--- src/rtl/mem_arb_pkg.sv ---
// Shared types and constants for the fetch/data memory arbiter.
package mem_arb_pkg;

   typedef enum logic [1:0] {
      IDLE   = 2'd0,
      I_BUSY = 2'd1,
      D_BUSY = 2'd2
   } arb_state_e;

   localparam int SEL_W = 4;
   localparam logic [SEL_W-1:0] SEL_ALL = 4'hF;

endpackage

--- src/rtl/mem_arb_watchdog.sv ---
// BUSY-state watchdog: cleared on grant, counts BUSY cycles, flags the final allowed cycle.
module mem_arb_watchdog
   import mem_arb_pkg::*;
#(
   parameter int TIMEOUT_CYCLES = 255
) (
   input  logic clk,
   input  logic rst,
   input  logic load,
   input  logic count,
   output logic expire
);

   localparam int CNT_W = $clog2(TIMEOUT_CYCLES + 1);

   logic [CNT_W-1:0] cnt_q, cnt_d;

   // cnt_q holds the number of BUSY cycles already elapsed before this one
   assign expire = count && (cnt_q == CNT_W'(TIMEOUT_CYCLES - 1));

   always_comb begin
      cnt_d = cnt_q;
      if (load)
         cnt_d = '0;
      else if (count && !expire)
         cnt_d = cnt_q + 1'b1;
   end

   always_ff @(posedge clk or posedge rst) begin
      if (rst) cnt_q <= '0;
      else     cnt_q <= cnt_d;
   end

endmodule

--- src/rtl/mem_arbiter.sv ---
// Shares one single-ported memory between a fetch and a data requester.
// Define MEM_ARB_TIMEOUT_EN to build in the BUSY watchdog and err abort pulse.
module mem_arbiter
   import mem_arb_pkg::*;
#(
   parameter int ADDR_W         = 32,
   parameter int DATA_W         = 32,
   parameter int TIMEOUT_CYCLES = 255
) (
   input  logic              clk,
   input  logic              rst,
   input  logic              if_req,
   input  logic [ADDR_W-1:0] if_addr,
   output logic [DATA_W-1:0] if_rdata,
   output logic              if_valid,
   input  logic              d_req,
   input  logic              d_we,
   input  logic [SEL_W-1:0]  d_sel,
   input  logic [ADDR_W-1:0] d_addr,
   input  logic [DATA_W-1:0] d_wdata,
   output logic [DATA_W-1:0] d_rdata,
   output logic              d_valid,
   output logic              mem_ce,
   output logic              mem_we,
   output logic [SEL_W-1:0]  mem_sel,
   output logic [ADDR_W-1:0] mem_addr,
   output logic [DATA_W-1:0] mem_wdata,
   input  logic [DATA_W-1:0] mem_rdata,
   input  logic              mem_ack,
   output logic              stall_if,
   output logic              stall_mem,
   output logic              err
);

   arb_state_e        state_q, state_d;
   logic              if_starved_q, if_starved_d;
   logic [ADDR_W-1:0] addr_q, addr_d;
   logic              we_q, we_d;
   logic [SEL_W-1:0]  sel_q, sel_d;
   logic [DATA_W-1:0] wdata_q, wdata_d;
   logic [DATA_W-1:0] if_rdata_q, if_rdata_d;
   logic [DATA_W-1:0] d_rdata_q, d_rdata_d;
   logic              if_valid_q, if_valid_d;
   logic              d_valid_q, d_valid_d;

   logic if_live, d_live, grant_d, grant_i, busy, finish, expire;

   // a requester whose completion is showing this cycle is not re-granted
   assign if_live = if_req & ~if_valid_q;
   assign d_live  = d_req & ~d_valid_q;
   assign grant_d = (state_q == IDLE) & d_live & ~(if_live & if_starved_q);
   assign grant_i = (state_q == IDLE) & if_live & ~grant_d;
   assign busy    = (state_q != IDLE);
   assign finish  = busy & (mem_ack | expire);

`ifdef MEM_ARB_TIMEOUT_EN
   logic err_q, err_d;

   mem_arb_watchdog #(.TIMEOUT_CYCLES(TIMEOUT_CYCLES)) u_wdog (
      .clk    (clk),
      .rst    (rst),
      .load   (grant_d | grant_i),
      .count  (busy),
      .expire (expire)
   );

   // ack on the expiry cycle wins, so err only marks a true abort
   assign err_d = busy & expire & ~mem_ack;

   always_ff @(posedge clk or posedge rst) begin
      if (rst) err_q <= 1'b0;
      else     err_q <= err_d;
   end

   assign err = err_q;
`else
   assign expire = 1'b0;
   assign err    = 1'b0;
`endif

   always_ff @(posedge clk or posedge rst) begin
      if (rst) state_q <= IDLE;
      else     state_q <= state_d;
   end

   always_comb begin
      state_d = state_q;
      unique case (state_q)
         IDLE: begin
            if (grant_d)      state_d = D_BUSY;
            else if (grant_i) state_d = I_BUSY;
         end
         I_BUSY, D_BUSY: begin
            if (mem_ack || expire) state_d = IDLE;
         end
         default: state_d = IDLE;
      endcase
   end

   always_comb begin
      mem_ce  = 1'b0;
      mem_we  = 1'b0;
      mem_sel = '0;
      unique case (state_q)
         I_BUSY: begin
            mem_ce  = 1'b1;
            mem_sel = SEL_ALL;
         end
         D_BUSY: begin
            mem_ce  = 1'b1;
            mem_we  = we_q;
            mem_sel = sel_q;
         end
         default: ;
      endcase
   end

   always_comb begin
      if_starved_d = if_starved_q;
      addr_d       = addr_q;
      we_d         = we_q;
      sel_d        = sel_q;
      wdata_d      = wdata_q;
      if_rdata_d   = if_rdata_q;
      d_rdata_d    = d_rdata_q;
      if_valid_d   = 1'b0;
      d_valid_d    = 1'b0;
      if (grant_d) begin
         addr_d  = d_addr;
         we_d    = d_we;
         sel_d   = d_sel;
         wdata_d = d_wdata;
         if (if_live) if_starved_d = 1'b1;
      end else if (grant_i) begin
         addr_d       = if_addr;
         if_starved_d = 1'b0;
      end
      if (finish && state_q == I_BUSY) begin
         if_valid_d = 1'b1;
         if_rdata_d = mem_ack ? mem_rdata : '0;
      end
      if (finish && state_q == D_BUSY) begin
         d_valid_d = 1'b1;
         d_rdata_d = mem_ack ? mem_rdata : '0;
      end
   end

   always_ff @(posedge clk or posedge rst) begin
      if (rst) begin
         if_starved_q <= 1'b0;
         addr_q       <= '0;
         we_q         <= 1'b0;
         sel_q        <= '0;
         wdata_q      <= '0;
         if_rdata_q   <= '0;
         d_rdata_q    <= '0;
         if_valid_q   <= 1'b0;
         d_valid_q    <= 1'b0;
      end else begin
         if_starved_q <= if_starved_d;
         addr_q       <= addr_d;
         we_q         <= we_d;
         sel_q        <= sel_d;
         wdata_q      <= wdata_d;
         if_rdata_q   <= if_rdata_d;
         d_rdata_q    <= d_rdata_d;
         if_valid_q   <= if_valid_d;
         d_valid_q    <= d_valid_d;
      end
   end

   assign mem_addr  = addr_q;
   assign mem_wdata = wdata_q;
   assign if_rdata  = if_rdata_q;
   assign d_rdata   = d_rdata_q;
   assign if_valid  = if_valid_q;
   assign d_valid   = d_valid_q;
   assign stall_if  = if_req & ~if_valid_q;
   assign stall_mem = d_req & ~d_valid_q;

endmodule

--- config.mk ---
export PLATFORM = sky130hd
export DESIGN_NAME = mem_arbiter
export DESIGN_NICKNAME = d
export VERILOG_FILES = /design/src/rtl/mem_arb_pkg.sv /design/src/rtl/mem_arb_watchdog.sv /design/src/rtl/mem_arbiter.sv
export SDC_FILE = /design/constraint.sdc
export NUM_CORES = 1
export LEC_CHECK = 0
export CAP_MARGIN = 25
export CORE_ASPECT_RATIO = 1.5
export CORE_UTILIZATION = 39
export DETAILED_ROUTE_END_ITERATION = 7
export GPL_TIMING_DRIVEN = 0
export PLACE_DENSITY_LB_ADDON = 0.12
export SETUP_SLACK_MARGIN = 0.02
export SLEW_MARGIN = 20
export SYNTH_ARGS = -nofsm -noshare
export SYNTH_HDL_FRONTEND = slang
export SYNTH_SLANG_ARGS = --single-unit
--- constraint.sdc ---
create_clock -name clk -period 3.8 [get_ports clk]
set_input_delay 0.38 -clock clk [delete_from_list [all_inputs] [get_ports clk]]
set_output_delay 0.38 -clock clk [all_outputs]
set_load 0.1 [all_outputs]
==> run_results.csv, run 1 <==
group,metric,value,unit
clock_network,postCtsSetupBuffers,0,
sta,tns,0,ns
clock_network,numCtsBuffers,17,
worst_setup_path,slowest_delay,1.16,ns
global_routing,grt_pass1_vias,5532,
sta,fmax,332,MHz
clock_network,cts_resized,0,
floorplanning,num_rows,57,
floorplanning,io_pins,277,
sta,fin_crit_sh,0.793,
yosys,syn-mean-instance-area,14.1,um^2
routing,drtIter0Drc,165,
place,hpwl,14.0,mm
place,place_congestion,0.746,
routing,via_per_inst,5.21,
routing,drt_wl_total,18.3,mm
routing,drc,0,
run,drv_cap,0,
yosys,synthXorXnorAreaFrac,0,
final_layout,final_cells,970,
clock_network,cts_root_buf,"clkbuf_16",
routing,wire_per_inst,18.8,um
yosys,netlist_instances,453,
worst_setup_path,required,3.42,ns
hold_path,worstHoldPathType,"input port to async pin",
floorplanning,start_util,0.397,
place,dp.cells,938,
worst_setup_path,start_kind,"input port",
sta,setup-violations-final,0,
yosys,yosys_warnings,0,
sta,clock_skew,0.0127,ns
clock_network,cts_tree,"done",
routing,drt-pass1-iter-count,4,
global_routing,antenna_found_initial,0,
clock_network,cts_num_sinks,138,
worst_setup_path,worstPathBufferInverterCount,5,
clock_network,clk_pin_slew,0.07,ns
yosys,synth_top_family_by_area,"multiplexers",
global_routing,track_usage,0.223,
yosys,synth-simple-area-share,0.0728,
sta,final_hold_viol_count,0,
clock_network,htreeDepth,4,
floorplanning,fp.dieW,107,um
place,dp_slack,0.800,ns
final_layout,final_nets,892,
yosys,ys_seq_elements,138,
floorplanning,core,16100,um^2
final_layout,drive_above_1_share,0.240,
worst_setup_path,cp-end-kind,"output port",
floorplanning,dieHeight,159,um
sta,tightestPinTransition,1.03,ns
yosys,netlist_area,6390,um^2
global_routing,grt_max_degree,35,
yosys,yosysUniqueCellTypes,34,
yosys,synthAdderAreaFrac,0.00587,
clock_network,clock_latency,0.41,ns
final_layout,syn_to_final_growth,57.3,%
place,io_buffers,275,
worst_setup_path,slowest_stage,"clkdlybuf4s50_1",
floorplanning,fp.dieArea,16900,um^2
clock_network,hold_buffers,0,
worst_setup_path,criticalPathCategory,"input port to output port",
sta,grt_setup_unrepaired,"no",
yosys,seq_area_frac_synth,0.540,
sta,slew_violations,0,
yosys,synth.net_count,594,
worst_setup_path,crit_chain,"clkdlybuf4s50_1 -> nand2b_1 -> buf_4 -> clkbuf_1 -> inv_1 -> clkdlybuf4s50_1",
yosys,muxShareOfSynthArea,0.180,
worst_setup_path,crit_path_frequent_cell,"clkdlybuf4s50_1",
final_layout,final_cell_mix,"clkdlybuf4s50_1, dfrtp_1, mux2_2",
sta,max_slew_margin,0.313,
worst_setup_path,critPathTopFamily,"buffers and inverters",
routing,postRouteAntennaNets,0,
worst_setup_path,crit_fanout,10,
routing,vias,5049,
status,outcome,"complete, no violations",
worst_setup_path,cp.arrival,2.63,ns
global_routing,gr-total-overflow,0,
clock_network,clockBufferDepth,2,
final_layout,diodes,0,
sta,timing.final.ws_setup,0.787,ns
sta,period_needed,3.01,ns
final_layout,mostFrequentLayoutCell,"clkdlybuf4s50_1",
global_routing,grt_pass1_wl,29.3,mm
yosys,synth_compound_area_frac,0.155,
## worst paths after layout
check	start	end	slack (ns)	depth (start not counted)
min in group clk	mem_wdata[29]	mem_wdata[29]	0.49	1
max in group asynchronous	rst	if_rdata[5]	2.26	5
worst max-delay path	if_req	stall_if	0.79	6
worst min register to register	mem_wdata[29]	mem_wdata[29]	0.49	1
worst max register to register	state_q[0]	mem_addr[22]	1.81	7
worst min-delay path	rst	mem_wdata[2]	0.46	2
## flip-flops by register name (all words and copies together) (netlist names), 2 cells and up
register and cells:
d_rdata 32, if_rdata 32, mem_wdata 32, sel_q 4, mem_addr 32, state_q 2
## cells in the mapped netlist (all sizes together)
cell / instances / share of area
a2111o: 1 / 0.0018
buf: 20 / 0.027
nor2b: 6 / 0.0063
a221oi: 32 / 0.046
a21oi: 5 / 0.0057
dfrtp: 138 / 0.54
conb: 1 / 0.00059
ha: 3 / 0.0059
and2: 1 / 0.00098
a2bb2oi: 32 / 0.073
o311ai: 1 / 0.0014
nand3b: 2 / 0.0043
o21ai: 33 / 0.026
nand2: 3 / 0.0025
and3b: 1 / 0.0014
nand2b: 2 / 0.0020
nor2: 3 / 0.0043
and4b: 32 / 0.050
inv: 9 / 0.0053
mux2: 102 / 0.18
a31oi: 1 / 0.00098
clkbuf: 24 / 0.014
or3: 1 / 0.00098
## per-stage QoR
stage	hold WS [ns]	utilization	cell area [um^2]
2_1_floorplan	0.473	-	6400
3_3_place_gp	0.470	0.584	9410
3_5_place_dp	0.478	0.589	9500
4_1_cts	0.455	0.624	10100
5_1_grt	0.504	0.624	10100
6_report	0.456	0.624	10100
## logic make-up (layout without fill, tap and decap cells)
group / count (synthesis) / after routing
buffers and inverters: 53 / 364
flip-flops: 138 / 138
multiplexers: 102 / 102
AO/OA/AOI/OAI: 105 / 105
adder cells (fa/ha/maj): 3 / 3
other: 1 / 1
AND/OR/NAND/NOR: 51 / 51
## routing by layer
layer	part of all wire	up-vias	track usage
met3	0.073	19	0.0710
met4	0.018	0	0.0691
met2	0.54	173	0.406
met1	0.37	2543	0.241
met5	0	-	0
li1	-	2314	-
## layout make-up
class	count	area, um^2
well taps	206	258
inverters	9	37.5
multi-input cells	262	2640
clock buffers	18	429
flip-flops and latches	138	3450
repair buffers	279	2840
clock inverters	14	136
plain buffers	44	264
fillers	1325	6060
Power of run 1 is not shown: default switching activity piles up to over one toggle a cycle in this logic, so the estimate is an artifact.
==> run 2: changes to the inputs <==
==> constraint.sdc (replaced) <==
create_clock -name clk -period 2.69 [get_ports clk]
set_input_delay 0.269 -clock clk [delete_from_list [all_inputs] [get_ports clk]]
set_output_delay 0.269 -clock clk [all_outputs]
set_load 0.1 [all_outputs]
==> run 2 against run 1 <==
  * Final area increased by 0.56%
  * Die area is the same
  * Setup slack got worse by 0.61 ns
  * Sequential share of layout area fell by 0.19 points
  * Critical path depth shrank 2
  * Cell count stayed put
  * First-iteration DRC count decreased by 30%
==> run_results.csv, run 2 (synthesis results as in run 1) <==
group,metric,value,unit
sta,period_needed,2.51,ns
clock_network,cts_num_sinks,138,
floorplanning,start_util,0.397,
clock_network,clockBufferDepth,2,
final_layout,final_nets,893,
worst_setup_path,slowest_delay,0.87,ns
final_layout,final_cell_mix,"clkdlybuf4s50_1, dfrtp_1, mux2_2",
worst_setup_path,cp-end-kind,"output port",
place,dp_slack,-0.108,ns
final_layout,drive_above_1_share,0.253,
worst_setup_path,crit_chain,"inv_1 -> ha_1 -> and2_1 -> dlygate4sd2_1",
final_layout,num-fill-cells,1326,
sta,max_slew_margin,0.310,
sta,setup-violations-final,0,
worst_setup_path,crit_fanout,6,
routing,via_per_inst,5.17,
floorplanning,num_rows,57,
sta,tightestPinTransition,1.03,ns
place,hpwl,13.8,mm
clock_network,clk_pin_slew,0.07,ns
global_routing,track_usage,0.224,
place,io_buffers,275,
worst_setup_path,cp.arrival,2.24,ns
sta,slew_violations,0,
worst_setup_path,criticalPathCategory,"flop to output port",
clock_network,numCtsBuffers,17,
clock_network,cts_root_buf,"clkbuf_16",
floorplanning,core,16100,um^2
routing,postRouteAntennaNets,0,
final_layout,mostFrequentLayoutCell,"clkdlybuf4s50_1",
final_layout,syn_to_final_growth,58.2,%
clock_network,cts_tree,"done",
global_routing,grt_pass1_vias,5637,
clock_network,clock_latency,0.41,ns
floorplanning,io_pins,277,
global_routing,gr-total-overflow,0,
worst_setup_path,slowest_stage,"dlygate4sd2_1",
clock_network,htreeDepth,4,
run,drv_cap,0,
final_layout,ff_latch_area,3450,um^2
sta,timing.final.ws_setup,0.180,ns
routing,drt_wl_total,18.3,mm
floorplanning,dieHeight,159,um
global_routing,antenna_found_initial,0,
global_routing,grt_max_degree,34,
worst_setup_path,start_kind,"flop",
final_layout,diodes,0,
sta,final_hold_viol_count,0,
routing,drc,0,
hold_path,worstHoldPathType,"input port to async pin",
routing,wire_per_inst,18.9,um
final_layout,post-route-util,0.628,
sta,grt_setup_unrepaired,"no",
place,place_congestion,0.757,
sta,fin_crit_sh,0.933,
routing,drtIter0Drc,116,
floorplanning,fp.dieW,107,um
floorplanning,fp.dieArea,16900,um^2
sta,fmax,398,MHz
sta,clock_skew,0.0106,ns
final_layout,multi_input_area,2650,um^2
routing,vias,5015,
routing,drt-pass1-iter-count,4,
global_routing,grt_pass1_wl,29.4,mm
status,outcome,"complete, no violations",
worst_setup_path,required,2.42,ns
==> run 2: area by class of cell <==
| type | instances | area share |
|---|---|---|
| buffer | 44 | 0.0261 |
| clock buffer | 18 | 0.0434 |
| clock inverter | 13 | 0.0157 |
| inverter | 9 | 0.00371 |
| multi-input combinational | 262 | 0.262 |
| sequential | 138 | 0.341 |
| tap | 206 | 0.0255 |
| timing repair buffer | 280 | 0.282 |
==> run 2: worst max-delay path: cells and delay by family, from the launching register on <==
family                   cells  cell delay [ns]
AND/OR/NAND/NOR              1             0.16
adder cells (fa/ha/maj)      1             0.30
buffers and inverters        2             0.97
flip-flops                   1             0.40
==> run 2: repair_timing <==
action / CTS / global route
pin swaps: 0 / 0
setup endpoints to repair: 8 / 5
hold buffers: 0 / 0
buffers inserted: 0 / 0
gates resized for setup: 8 / 10
==> run 2: per-layer routing <==
layer | up-vias | track usage | part of all wire
li1 | 2315 | - | -
met1 | 2466 | 0.242 | 0.37
met2 | 200 | 0.400 | 0.52
met3 | 34 | 0.0665 | 0.074
met4 | 0 | 0.0915 | 0.027
met5 | - | 0 | 0
==> run 2: final timing paths <==
check	slack (ns)	depth (start not counted)	endpoint	start
setup reg to reg	0.71	7	mem_wdata[2]	state_q[0]
setup / recovery	0.18	4	mem_we	state_q[0]
min in group clk	0.43	3	mem_addr[30]	if_addr[30]
hold / removal	0.27	2	if_rdata[6]	rst
hold reg to reg	0.49	1	mem_wdata[20]	mem_wdata[20]
max in group asynchronous	1.69	4	mem_wdata[28]	rst
==> run 2: metrics by stage <==
step | instance area [um^2] | hold WS [ns] | TNS, ns | std cells
after detailed placement | 9550 | 0.478 | -0.109 | 939
after global placement | 9420 | 0.467 | -71.28 | 934
after CTS | 10100 | 0.266 | 0 | 970
final | 10100 | 0.265 | 0 | 970
after global routing | 10100 | 0.297 | 0 | 970
after floorplan | 6410 | 0.404 | 0 | 453
Power of run 2 is left out for the same reason.
